===== src/rtl/if_id_stage_pkg.sv =====
// Shared types and constants for the IF stage and its IF/ID pipeline register.
package if_id_stage_pkg;

  typedef enum logic [1:0] {
    ST_RUN    = 2'd0,
    ST_DRAIN  = 2'd1,
    ST_HALTED = 2'd2
  } state_e;

  localparam int                 INSTR_W          = 16;
  localparam int                 DRAIN_CNT_W      = 8;
  localparam logic [INSTR_W-1:0] NOP_WORD_DEFAULT = 16'h0000;
  localparam logic [3:0]         HALT_OP_DEFAULT  = 4'hF;
  localparam logic [INSTR_W-1:0] PC_INC           = 16'd2;

  function automatic logic [INSTR_W-1:0] pc_plus_inc(input logic [INSTR_W-1:0] pc);
    return pc + PC_INC;
  endfunction

endpackage


===== src/rtl/if_id_stage_if_id_reg.sv =====
// IF/ID pipeline register: bubble (NOP, invalid), load (new fetch) or hold.
module if_id_reg
  import if_id_stage_pkg::*;
#(
  parameter logic [INSTR_W-1:0] NOP_WORD = NOP_WORD_DEFAULT
) (
  input  logic               clk,
  input  logic               rst,
  input  logic               i_load,
  input  logic               i_bubble,
  input  logic [INSTR_W-1:0] i_instr,
  input  logic [INSTR_W-1:0] i_pc_plus2,
  output logic [INSTR_W-1:0] o_instr,
  output logic [INSTR_W-1:0] o_pc_plus2,
  output logic               o_valid
);

  logic [INSTR_W-1:0] r_instr;
  logic [INSTR_W-1:0] r_pc_plus2;
  logic               r_valid;

  // Bubble wins over load; PC+2 is left untouched by a bubble since it is meaningless then.
  always_ff @(posedge clk or posedge rst) begin
    if (rst) begin
      r_instr    <= NOP_WORD;
      r_pc_plus2 <= 16'h0000;
      r_valid    <= 1'b0;
    end else if (i_bubble) begin
      r_instr    <= NOP_WORD;
      r_valid    <= 1'b0;
    end else if (i_load) begin
      r_instr    <= i_instr;
      r_pc_plus2 <= i_pc_plus2;
      r_valid    <= 1'b1;
    end else begin
      r_instr    <= r_instr;
      r_pc_plus2 <= r_pc_plus2;
      r_valid    <= r_valid;
    end
  end

  assign o_instr    = r_instr;
  assign o_pc_plus2 = r_pc_plus2;
  assign o_valid    = r_valid;

endmodule


===== src/rtl/if_id_stage.sv =====
// Fetch stage: next-PC selection, halt/drain FSM and the IF/ID register.
module if_id_stage
  import if_id_stage_pkg::*;
#(
  parameter logic [INSTR_W-1:0] NOP_WORD     = NOP_WORD_DEFAULT,
  parameter logic [3:0]         HALT_OP      = HALT_OP_DEFAULT,
  parameter int                 DRAIN_CYCLES = 4
) (
  input  logic               clk,
  input  logic               rst,
  input  logic [INSTR_W-1:0] PC,
  input  logic [INSTR_W-1:0] Instr,
  input  logic               Stall,
  input  logic               BranchTaken,
  input  logic [INSTR_W-1:0] BranchTarget,
  output logic [INSTR_W-1:0] NewPC,
  output logic               StopPC,
  output logic               Halt,
  output logic [INSTR_W-1:0] IfId_Instr,
  output logic [INSTR_W-1:0] IfId_PCPlus2,
  output logic               IfId_Valid
);

  state_e                 r_state;
  logic [DRAIN_CNT_W-1:0] r_cnt;
  logic                   r_halt;

  logic [INSTR_W-1:0] w_pc_plus2;
  logic               w_in_run;
  logic               w_in_drain;
  logic               w_in_halted;
  logic               w_halt_fetch;
  logic               w_load;
  logic               w_bubble;

  // Next-PC select, PC hold request and IF/ID control decode.
  always_comb begin
    w_pc_plus2   = pc_plus_inc(PC);
    w_in_run     = (r_state == ST_RUN);
    w_in_drain   = (r_state == ST_DRAIN);
    w_in_halted  = (r_state == ST_HALTED);
    w_halt_fetch = w_in_run & (Instr[15:12] == HALT_OP) & ~Stall & ~BranchTaken;
    if (BranchTaken) begin
      NewPC = BranchTarget;
    end else begin
      NewPC = w_pc_plus2;
    end
    StopPC   = ~BranchTaken & ((Stall & w_in_run) | w_in_drain);
    // HALTED freezes the register completely, even against a late redirect.
    w_bubble = ~w_in_halted & (BranchTaken | (~Stall & w_in_drain));
    w_load   = w_in_run & ~BranchTaken & ~Stall;
  end

  // Halt/drain FSM; a redirect while draining means the HALT was on a wrong path.
  always_ff @(posedge clk or posedge rst) begin
    if (rst) begin
      r_state <= ST_RUN;
      r_cnt   <= 8'd0;
      r_halt  <= 1'b0;
    end else begin
      case (r_state)
        ST_RUN: begin
          if (w_halt_fetch) begin
            r_state <= ST_DRAIN;
            r_cnt   <= DRAIN_CNT_W'(DRAIN_CYCLES - 1);
          end else begin
            r_state <= ST_RUN;
          end
        end
        ST_DRAIN: begin
          if (BranchTaken) begin
            r_state <= ST_RUN;
            r_cnt   <= 8'd0;
          end else if (r_cnt == 8'd0) begin
            r_state <= ST_HALTED;
            r_halt  <= 1'b1;
          end else begin
            r_cnt   <= r_cnt - 8'd1;
          end
        end
        ST_HALTED: begin
          r_state <= ST_HALTED;
          r_halt  <= 1'b1;
        end
        default: begin
          r_state <= ST_RUN;
          r_cnt   <= 8'd0;
          r_halt  <= 1'b0;
        end
      endcase
    end
  end

  assign Halt = r_halt;

  if_id_reg #(
    .NOP_WORD (NOP_WORD)
  ) u_if_id_reg (
    .clk        (clk),
    .rst        (rst),
    .i_load     (w_load),
    .i_bubble   (w_bubble),
    .i_instr    (Instr),
    .i_pc_plus2 (w_pc_plus2),
    .o_instr    (IfId_Instr),
    .o_pc_plus2 (IfId_PCPlus2),
    .o_valid    (IfId_Valid)
  );

endmodule

===== config.mk =====
export PLATFORM = sky130hd
export DESIGN_NAME = if_id_stage
export DESIGN_NICKNAME = d
export VERILOG_FILES = /design/src/rtl/if_id_stage_pkg.sv /design/src/rtl/if_id_stage_if_id_reg.sv /design/src/rtl/if_id_stage.sv
export SDC_FILE = /design/constraint.sdc
export NUM_CORES = 1
export LEC_CHECK = 0
export ABC_AREA = 1
export CAP_MARGIN = 20
export CORE_MARGIN = 2
export CORE_UTILIZATION = 33
export DETAILED_ROUTE_END_ITERATION = 16
export PLACE_DENSITY = 0.68
export REMOVE_ABC_BUFFERS = 1
export SYNTH_ARGS = -nofsm -noshare
export SYNTH_HDL_FRONTEND = slang
export SYNTH_SLANG_ARGS = --single-unit

===== constraint.sdc =====
create_clock -name clk -period 2.1 [get_ports clk]
set_input_delay 0.42 -clock clk [delete_from_list [all_inputs] [get_ports clk]]
set_output_delay 0.42 -clock clk [all_outputs]
set_load 0.05 [all_outputs]

==> qor.txt, run 1 <==
DR iter-0 viols -> 118
Hold Crit Class -> in2async
R2R depth -> 10
Logic gate share of total power -> 0.257
NumNets Final -> 562
Setup crit start kind -> primary input
CP endpoint kind -> primary output
Clock Latency Late Sink -> 0.29 ns
Final hold vios -> 0
Sw Share -> 0.279
Clk buf depth -> 2
Number of global-route vias before repair -> 2,765
Die height -> 92.6 um
Clock Skew -> 0.00361 ns
DP Area -> 4160 um^2
Syn_area_per_cell -> 7.11 um^2
Setup violations, final -> 0
Setup TNS -> 0 ns
Non-filler instance count after layout -> 606
Grt total ovfl -> 0
Synth Instances -> 364
Slew Viols, Final -> 0
DP Wirelength -> 5740 um
RSZ-0062 raised after global routing -> true
Vias per cell -> 4.58
H-tree levels -> 2
Crit path max fanout -> 12
Mapped cell area -> 2590 um^2
FP Rows -> 32
Port Buffers -> 102
Routed WL -> 7470 um
Core ar. -> 7650 um^2
Crit Path Class -> in2out
Die area -> 8570 um^2
DRC -> 0
Clock share of power -> 0.292
CTS tree -> done
Slew HR -> 0.625
CTS root buf -> clkbuf_8
Power Total -> 1.89 mW
Number of diodes -> 0
Worst Setup SP -> BranchTaken
Commonest non-fill, non-tap cell in the layout -> nand2_1
F_max -> 485 MHz
Clock transition at path regs -> 0.08 ns
Worst IR drop on VDD -> 0.000296 V
Setup WS post-layout -> 0.0400 ns
Crit Reg-Reg Startpoint -> r_state[1]
Antenna-violating nets left -> 0
Total track usage -> 0.179
Final Instance Area -> 4390 um^2
Status -> complete, no violations
Dpl ws -> -0.431 ns
Initial Utilization -> 0.338
PD cells -> 430 nW/um^2
Sequential power share -> 0.451
Tcrit/Tclk final -> 0.981
Data required, critical path -> 1.68 ns
Vias -> 2,778
Worst-margin pin slew -> 0.561 ns
GP Congestion -> 0.802
Commonest cells after routing, fill and taps aside -> nand2_1, clkdlybuf4s50_1, dfrtp_1
Yosys cell types -> 28
IO Pins -> 103
Pleak -> 2.18 nW
Yosys Warn Count -> 0
Yosys reg bits -> 44
DR pass1 iterations -> 4
Area delta synth->final -> 69.5%
Die extent in x -> 92.6 um
Dpl cells -> 594
TritonCTS Sinks -> 44
Fillers -> 687
Switching Power -> 0.526 mW
Critical Path AT -> 1.64 ns
Tmin final -> 2.06 ns
Total CTS buffers -> 5
Wire length per cell -> 12.3 um
Seq/Total Area, Yosys -> 0.426
Largest net degree at the start of global routing -> 27
Initial antenna violation count -> 0
Max Cap Viol -> 0
Cell internal pwr -> 1.36 mW
First-pass GRT wire length -> 12,400 um
Share of layout cells above drive strength 1 -> 0.216
==> worst max-delay path, stage by stage <==
cell and delay, ns:
clkdlybuf4s50_1 0.50, buf_12 0.16, inv_6 0.05, buf_4 0.17, nand2_1 0.08, nand2_1 0.09
buf_12 0.16
==> power groups by stage <==
stage	clock network, mW	registers, mW	logic (mW)
floorplan	0	0.868	0.172
global placement	0	0.868	0.466
detailed placement	0	0.868	0.470
CTS	0.572	0.851	0.483
global route	0.602	0.852	0.518
finish	0.552	0.851	0.485
==> Yosys cell counts <==
library cell,n,share of area
nor2_2,2,0.0048
buf_2,2,0.0039
nor3b_1,1,0.0029
inv_1,29,0.042
o21ai_1,4,0.0077
inv_6,1,0.0034
a21oi_1,1,0.0019
nand3_1,38,0.074
or2_2,2,0.0048
xor2_1,6,0.020
nand2_1,166,0.24
nand3b_1,1,0.0029
nand4_1,7,0.017
clkbuf_1,5,0.0073
nor3_4,1,0.0063
ha_1,7,0.034
xnor2_1,2,0.0068
nor2_1,14,0.020
dfrtp_1,44,0.43
nand2_2,1,0.0024
a21boi_0,1,0.0029
buf_6,3,0.013
o21ai_0,14,0.027
inv_2,4,0.0058
nor3_1,4,0.0077
nor2_4,2,0.0087
buf_4,1,0.0029
a21oi_2,1,0.0034
==> kinds of logic after synthesis <==
kind of cell             after synthesis  synth area share
adder cells (fa/ha/maj)                7            0.0338
buffers and inverters                 45            0.0783
AO/OA/AOI/OAI                         21            0.0430
XOR/XNOR                               8            0.0271
AND/OR/NAND/NOR                      239             0.392
flip-flops                            44             0.426
==> metrics by stage <==
stage,utilization,hold slack [ns]
floorplan,-,0.481
global placement,0.545,0.456
detailed placement,0.545,0.466
CTS,0.570,0.463
global route,0.574,0.478
finish,0.574,0.443
==> state kept, by name, indices dropped and copies added, names as in the netlist <==
signal,cells
u_if_id_reg.o_valid,1
u_if_id_reg.o_instr,16
Halt,1
u_if_id_reg.o_pc_plus2,16
r_state,2
r_cnt,8
==> final cells by class <==
class,instances,area (um^2),share of cell area
repair buffers,143,1540,0.350
well taps,102,128,0.0291
inverters,34,133,0.0302
clock buffers,7,86.3,0.0197
multi-input cells,275,1400,0.318
clock inverters,1,7.51,0.00171
flip-flops and latches,44,1100,0.251
==> layer usage <==
| layer | track usage | part of all wire | vias to the layer above | routed length [um] |
|---|---|---|---|---|
| li1 | - | - | 1417 | - |
| met1 | 0.219 | 0.43 | 1271 | 3200 |
| met3 | 0.0439 | 0.060 | 11 | 447 |
| met2 | 0.314 | 0.49 | 79 | 3680 |
| met5 | 0 | 0 | - | 0 |
| met4 | 0.0498 | 0.019 | 0 | 141 |
==> path summary, 6_finish.rpt <==
path	end	slack [ns]
worst max-delay path	NewPC[4]	0.04
worst min-delay path	Halt	0.44
worst max register to register	u_if_id_reg.o_pc_plus2[1]	0.41
worst min register to register	u_if_id_reg.o_pc_plus2[4]	0.49
max in group asynchronous	u_if_id_reg.o_pc_plus2[13]	1.17
min in group clk	u_if_id_reg.o_pc_plus2[4]	0.49
==> timing repair <==
item / CTS / global route
setup buffers: 3 / 1
gates cloned: 0 / 0
setup endpoints to repair: 12 / 13
pin swaps: 14 / 7
hold buffers: 0 / 0
resized for setup: 41 / 17
No activity file was read; power rests on OpenSTA's default activity.
==> run 2: changes to the inputs <==
--- a/config.mk
+++ b/config.mk
@@ -9,6 +9,7 @@
 export CAP_MARGIN = 20
 export CORE_MARGIN = 2
 export CORE_UTILIZATION = 33
+export CTS_BUF_LIST = sky130_fd_sc_hd__clkbuf_16
 export DETAILED_ROUTE_END_ITERATION = 16
 export PLACE_DENSITY = 0.68
 export REMOVE_ABC_BUFFERS = 1
==> run 2 against run 1 <==
  * Clock skew rose by 0.00066 ns
  * Final area increased by 1.1%
  * Die area did not move
  * Critical endpoint unchanged
  * Largest power group unchanged
==> qor.txt, run 2 (synthesized netlist as in run 1, its figures left out) <==
Status -> complete, no violations (unchanged)
Met3 wire length -> 424 um (was 447 um)
Largest net degree at the start of global routing -> 27 (unchanged)
Max Cap Viol -> 0 (unchanged)
DR iter-0 viols -> 123 (was 118)
Non-filler instance count after layout -> 606 (unchanged)
Number of global-route vias before repair -> 2,770 (was 2,765)
DRT met1 WL -> 3170 um (was 3200 um)
Vias -> 2,756 (was 2,778)
FP Rows -> 32 (unchanged)
TritonCTS Sinks -> 44 (unchanged)
Antenna-violating nets left -> 0 (unchanged)
Max Used Layer -> met4 (unchanged)
Vias per cell -> 4.55 (was 4.58)
Crit Path Class -> in2out (unchanged)
Critical Path AT -> 1.64 ns (about the same)
Die area -> 8570 um^2 (unchanged)
Number of diodes -> 0 (unchanged)
First-pass GRT wire length -> 12,400 um (about the same)
Commonest non-fill, non-tap cell in the layout -> nand2_1 (unchanged)
Slew Viols, Final -> 0 (unchanged)
Initial antenna violation count -> 0 (unchanged)
Dpl ws -> -0.431 ns (unchanged)
GP Congestion -> 0.802 (unchanged)
Die extent in x -> 92.6 um (unchanged)
Core ar. -> 7650 um^2 (unchanged)
Cts hold-fix bufs -> 0 (unchanged)
RSZ-0062 raised after global routing -> true (unchanged)
NumNets Final -> 562 (unchanged)
Final Instance Area -> 4430 um^2 (was 4390 um^2)
CP endpoint kind -> primary output (unchanged)
Crit path max fanout -> 12 (unchanged)
Grt total ovfl -> 0 (unchanged)
Hold Crit Class -> in2async (unchanged)
PD cells -> 468 nW/um^2 (was 430 nW/um^2)
Total track usage -> 0.179 (about the same)
Met2 wire len -> 3710 um (was 3680 um)
Initial Utilization -> 0.338 (unchanged)
DRC -> 0 (unchanged)
Clock Latency Late Sink -> 0.28 ns (was 0.29 ns)
Total CTS buffers -> 5 (unchanged)
Commonest cells after routing, fill and taps aside -> nand2_1, clkdlybuf4s50_1, dfrtp_1 (unchanged)
IO Pins -> 103 (unchanged)
Setup TNS -> 0 ns (unchanged)
Clock Skew -> 0.00427 ns (was 0.00361 ns)
Dpl cells -> 594 (unchanged)
DP Area -> 4160 um^2 (unchanged)
DP Wirelength -> 5740 um (unchanged)
Clock transition at path regs -> 0.06 ns (was 0.08 ns)
H-tree levels -> 2 (unchanged)
Fillers -> 683 (was 687)
Worst IR drop on VDD -> 0.000412 V (was 0.000296 V)
Setup crit start kind -> primary input (unchanged)
CTS root buf -> clkbuf_16 (was clkbuf_8)
Die height -> 92.6 um (unchanged)
Port Buffers -> 102 (unchanged)
Share of layout cells above drive strength 1 -> 0.214 (was 0.216)
Setup WS post-layout -> 0.0361 ns (was 0.0400 ns)
Data required, critical path -> 1.68 ns (about the same)
Tcrit/Tclk final -> 0.983 (was 0.981)
Tmin final -> 2.06 ns (about the same)
F_max -> 485 MHz (about the same)
Final hold vios -> 0 (unchanged)
Area delta synth->final -> 71.3% (was 69.5%)
DR pass1 iterations -> 4 (unchanged)
Wire length per cell -> 12.3 um (about the same)
Clk buf depth -> 2 (unchanged)
CTS tree -> done (unchanged)
Routed WL -> 7460 um (was 7470 um)
Reg area -> 1100 um^2 (unchanged)
Setup violations, final -> 0 (unchanged)
Slew HR -> 0.624 (was 0.625)
Worst-margin pin slew -> 0.563 ns (was 0.561 ns)
Pleak -> 2.21 nW (was 2.18 nW)
Footprint of the multi-input gates -> 1400 um^2 (unchanged)
WHS -> 0.465 ns (was 0.443 ns)
run 2: cell count changes in the layout (fill, tap and decap cells not counted):
cell       change
clkbuf_16      +5
clkbuf_1       -1
inv_1          +1
clkbuf_8       -6
clkinv_1       +1
run 2: layout make-up:
class | instances | share of cell area
clock buffer | 5 | 0.0282
timing repair buffer | 143 | 0.346
inverter | 34 | 0.0299
sequential | 44 | 0.248
multi-input combinational | 275 | 0.315
clock inverter | 3 | 0.00339
tap | 102 | 0.0288
run 2: what timing repair did:
item                                    in CTS  in global routing
gates cloned                                 0                  0
resized for setup                           41                 17
endpoints found under the setup margin      12                 13
endpoints found under the hold margin        0                  0
pin swaps                                   14                  7
buffers inserted                             3                  1
run 2: where the power goes:
| part | switching (mW) | internal [mW] | leakage (nW) |
|---|---|---|---|
| Clock | 0.306 | 0.432 | 0.0687 |
| Combinational | 0.239 | 0.246 | 1.54 |
| Sequential | 0.00288 | 0.850 | 0.595 |
| Total | 0.547 | 1.53 | 2.21 |
run 2: final timing paths:
path / startpoint / end / slack, ns / depth (start not counted)
max in group asynchronous: rst / u_if_id_reg.o_instr[1] / 1.15 / 3
min in group clk: u_if_id_reg.o_pc_plus2[3] / u_if_id_reg.o_pc_plus2[3] / 0.48 / 2
worst min register to register: u_if_id_reg.o_pc_plus2[3] / u_if_id_reg.o_pc_plus2[3] / 0.48 / 2
worst max-delay path: BranchTaken / NewPC[4] / 0.04 / 7
worst min-delay path: rst / Halt / 0.47 / 2
worst max register to register: r_state[1] / u_if_id_reg.o_instr[5] / 0.42 / 9
run 2: metal layers:
metal	vias up	global-route usage
li1	1419	-
met1	1251	0.219
met2	74	0.316
met3	12	0.0415
met4	0	0.0460
met5	-	0
run 2: worst max-delay path, stage by stage:
cell	delay (ns)
clkdlybuf4s50_1	0.50
buf_12	0.16
inv_6	0.05
buf_4	0.17
nand2_1	0.08
nand2_1	0.09
buf_12	0.16
run 2: stage by stage:
step	utilization	total power, mW
after floorplan	-	1.04
after global placement	0.545	1.33
after detailed placement	0.545	1.34
after CTS	0.576	2.09
after global routing	0.580	2.16
final	0.580	2.08
==> run 3: changes to the inputs <==
--- a/config.mk
+++ b/config.mk
@@ -11,8 +11,10 @@
 export CORE_UTILIZATION = 33
 export CTS_BUF_LIST = sky130_fd_sc_hd__clkbuf_16
 export DETAILED_ROUTE_END_ITERATION = 16
+export GPL_ROUTABILITY_DRIVEN = 0
 export PLACE_DENSITY = 0.68
 export REMOVE_ABC_BUFFERS = 1
+export SKIP_LAST_GASP = 1
 export SYNTH_ARGS = -nofsm -noshare
 export SYNTH_HDL_FRONTEND = slang
 export SYNTH_SLANG_ARGS = --single-unit
==> run 3 against run 2 <==
  * Flip-flop and latch count is the same
  * Power is essentially flat
  * Via count is essentially flat
  * Routed wire length is essentially flat
  * Largest power group unchanged
==> qor.txt, run 3 (synthesized netlist as in run 1, its figures left out) <==
Port Buffers -> 102 (unchanged)
First-pass GRT wire length -> 12,400 um (unchanged)
Data required, critical path -> 1.68 ns (about the same)
Setup crit start kind -> primary input (unchanged)
Worst-margin pin slew -> 0.563 ns (unchanged)
DRC -> 0 (unchanged)
Setup violations, final -> 0 (unchanged)
Slew Viols, Final -> 0 (unchanged)
Commonest cells after routing, fill and taps aside -> nand2_1, clkdlybuf4s50_1, dfrtp_1 (unchanged)
CTS root buf -> clkbuf_16 (unchanged)
CTS tree -> done (unchanged)
Buffers plus inverters on the worst setup path -> 5 (unchanged)
Crit path max fanout -> 12 (unchanged)
Share of layout cells above drive strength 1 -> 0.212 (was 0.214)
Number of diodes -> 0 (unchanged)
Slew HR -> 0.624 (unchanged)
Reg-to-reg slack, setup -> 0.42 ns (about the same)
Cells along the critical path -> clkdlybuf4s50_1 -> buf_12 -> inv_6 -> buf_4 -> nand2_1 -> nand2_1 -> buf_12 (unchanged)
Vias -> 2,758 (was 2,756)
Power Total -> 2.07 mW (was 2.08 mW)
Clock transition at path regs -> 0.06 ns (about the same)
Area delta synth->final -> 71.1% (was 71.3%)
Critical Path AT -> 1.64 ns (about the same)
Clk buf depth -> 2 (unchanged)
Status -> complete, no violations (unchanged)
Total CTS buffers -> 5 (unchanged)
Initial Utilization -> 0.338 (unchanged)
Clock Skew -> 0.00428 ns (was 0.00427 ns)
Max Cap Viol -> 0 (unchanged)
DR pass1 iterations -> 4 (unchanged)
Footprint of the multi-input gates -> 1390 um^2 (was 1400 um^2)
Crit Path Class -> in2out (unchanged)
Routed WL -> 7460 um (about the same)
Commonest non-fill, non-tap cell in the layout -> nand2_1 (unchanged)
NumNets Final -> 562 (unchanged)
TritonCTS Sinks -> 44 (unchanged)
FP Rows -> 32 (unchanged)
Die area -> 8570 um^2 (unchanged)
Reg area -> 1100 um^2 (unchanged)
Number of global-route vias before repair -> 2,770 (unchanged)
Die height -> 92.6 um (unchanged)
DR iter-0 viols -> 123 (unchanged)
Non-filler instance count after layout -> 606 (unchanged)
Cts hold-fix bufs -> 0 (unchanged)
Hold Crit Class -> in2async (unchanged)
Die extent in x -> 92.6 um (unchanged)
Grt total ovfl -> 0 (unchanged)
IO Pins -> 103 (unchanged)
DP Wirelength -> 5740 um (unchanged)
Dpl cells -> 594 (unchanged)
Tmin final -> 2.06 ns (about the same)
Largest net degree at the start of global routing -> 27 (unchanged)
Fillers -> 685 (was 683)
PD cells -> 469 nW/um^2 (was 468 nW/um^2)
F_max -> 485 MHz (about the same)
Worst IR drop on VDD -> 0.000412 V (about the same)
Total track usage -> 0.179 (unchanged)
Clock Latency Late Sink -> 0.28 ns (about the same)
Wire length per cell -> 12.3 um (about the same)
CP endpoint kind -> primary output (unchanged)
Antenna-violating nets left -> 0 (unchanged)
CP delay by family, top -> buffers and inverters (unchanged)
H-tree levels -> 2 (unchanged)
R2R depth -> 9 (unchanged)
Vias per cell -> 4.55 (about the same)
Max stage delay on crit path -> 0.50 ns (about the same)
RSZ-0062 raised after global routing -> true (unchanged)
Core ar. -> 7650 um^2 (unchanged)
Initial antenna violation count -> 0 (unchanged)
Worst reg2reg endpoint -> u_if_id_reg.o_instr[5] (unchanged)
Pleak -> 2.20 nW (was 2.21 nW)
Critical-path top delay cell -> clkdlybuf4s50_1 (unchanged)
Crit Reg-Reg Startpoint -> r_state[1] (unchanged)
Tcrit/Tclk final -> 0.982 (was 0.983)
Final hold vios -> 0 (unchanged)
-- run 3: cell count changes in the layout (fill, tap and decap cells not counted) --
cell,previous run,this run
nand2_2,12,11
buf_4,34,35
nand2_1,155,156
buf_6,3,2
-- run 3: area by class of cell --
| cell class | count | area share |
|---|---|---|
| Clock inverter | 3 | 0.00339 |
| Multi-Input combinational cell | 275 | 0.315 |
| Timing Repair Buffer | 143 | 0.346 |
| Tap cell | 102 | 0.0288 |
| Sequential cell | 44 | 0.249 |
| Inverter | 34 | 0.0300 |
| Clock buffer | 5 | 0.0283 |
-- run 3: worst max-delay path by stage --
stage	startpoint	end	slack, ns	cells past startpoint
floorplan	r_state[0]	StopPC	-0.19	4
global placement	PC[2]	NewPC[14]	-0.39	11
detailed placement	PC[2]	NewPC[14]	-0.43	11
CTS	PC[11]	NewPC[13]	0.002	8
global route	BranchTaken	NewPC[0]	-0.01	7
finish	BranchTaken	NewPC[4]	0.04	7
-- run 3: layer usage --
metal	up-vias	share of wire	GRT usage
met5	-	0	0
met4	0	0.020	0.0460
met3	12	0.057	0.0415
met2	74	0.50	0.316
met1	1252	0.42	0.219
li1	1420	-	-
-- run 3: repair_timing --
| action | in CTS | in global routing |
|---|---|---|
| setup endpoints to repair | 12 | 13 |
| gates resized for setup | 41 | 15 |
| setup buffers | 3 | 1 |
| pin swaps | 14 | 7 |
-- run 3: worst reg2reg max path: cells and delay by family, from the launching register on --
family | cells | cell delay, ns
AND/OR/NAND/NOR | 4 | 0.28
adder cells (fa/ha/maj) | 1 | 0.19
flip-flops | 1 | 0.41
AO/OA/AOI/OAI | 1 | 0.24
buffers and inverters | 3 | 0.45
-- run 3: through the flow --
stage	area (um^2)	setup slack (ns)	setup TNS [ns]	utilization	hold WS, ns
6_report	4430	0.0383	0	0.579	0.465
4_1_cts	4410	0.00151	0	0.576	0.482
3_3_place_gp	4160	-0.387	-3.60	0.545	0.456
3_5_place_dp	4160	-0.431	-4.29	0.545	0.466
2_1_floorplan	2520	-0.190	-0.308	-	0.481
5_1_grt	4430	-0.0101	-0.0232	0.579	0.508
-- run 3: report_power, final --
part / total, mW / internal [mW] / switching, mW / leakage, nW
Sequential: 0.853 / 0.850 / 0.00296 / 0.595
Combinational: 0.484 / 0.246 / 0.238 / 1.54
Clock: 0.738 / 0.432 / 0.306 / 0.0687
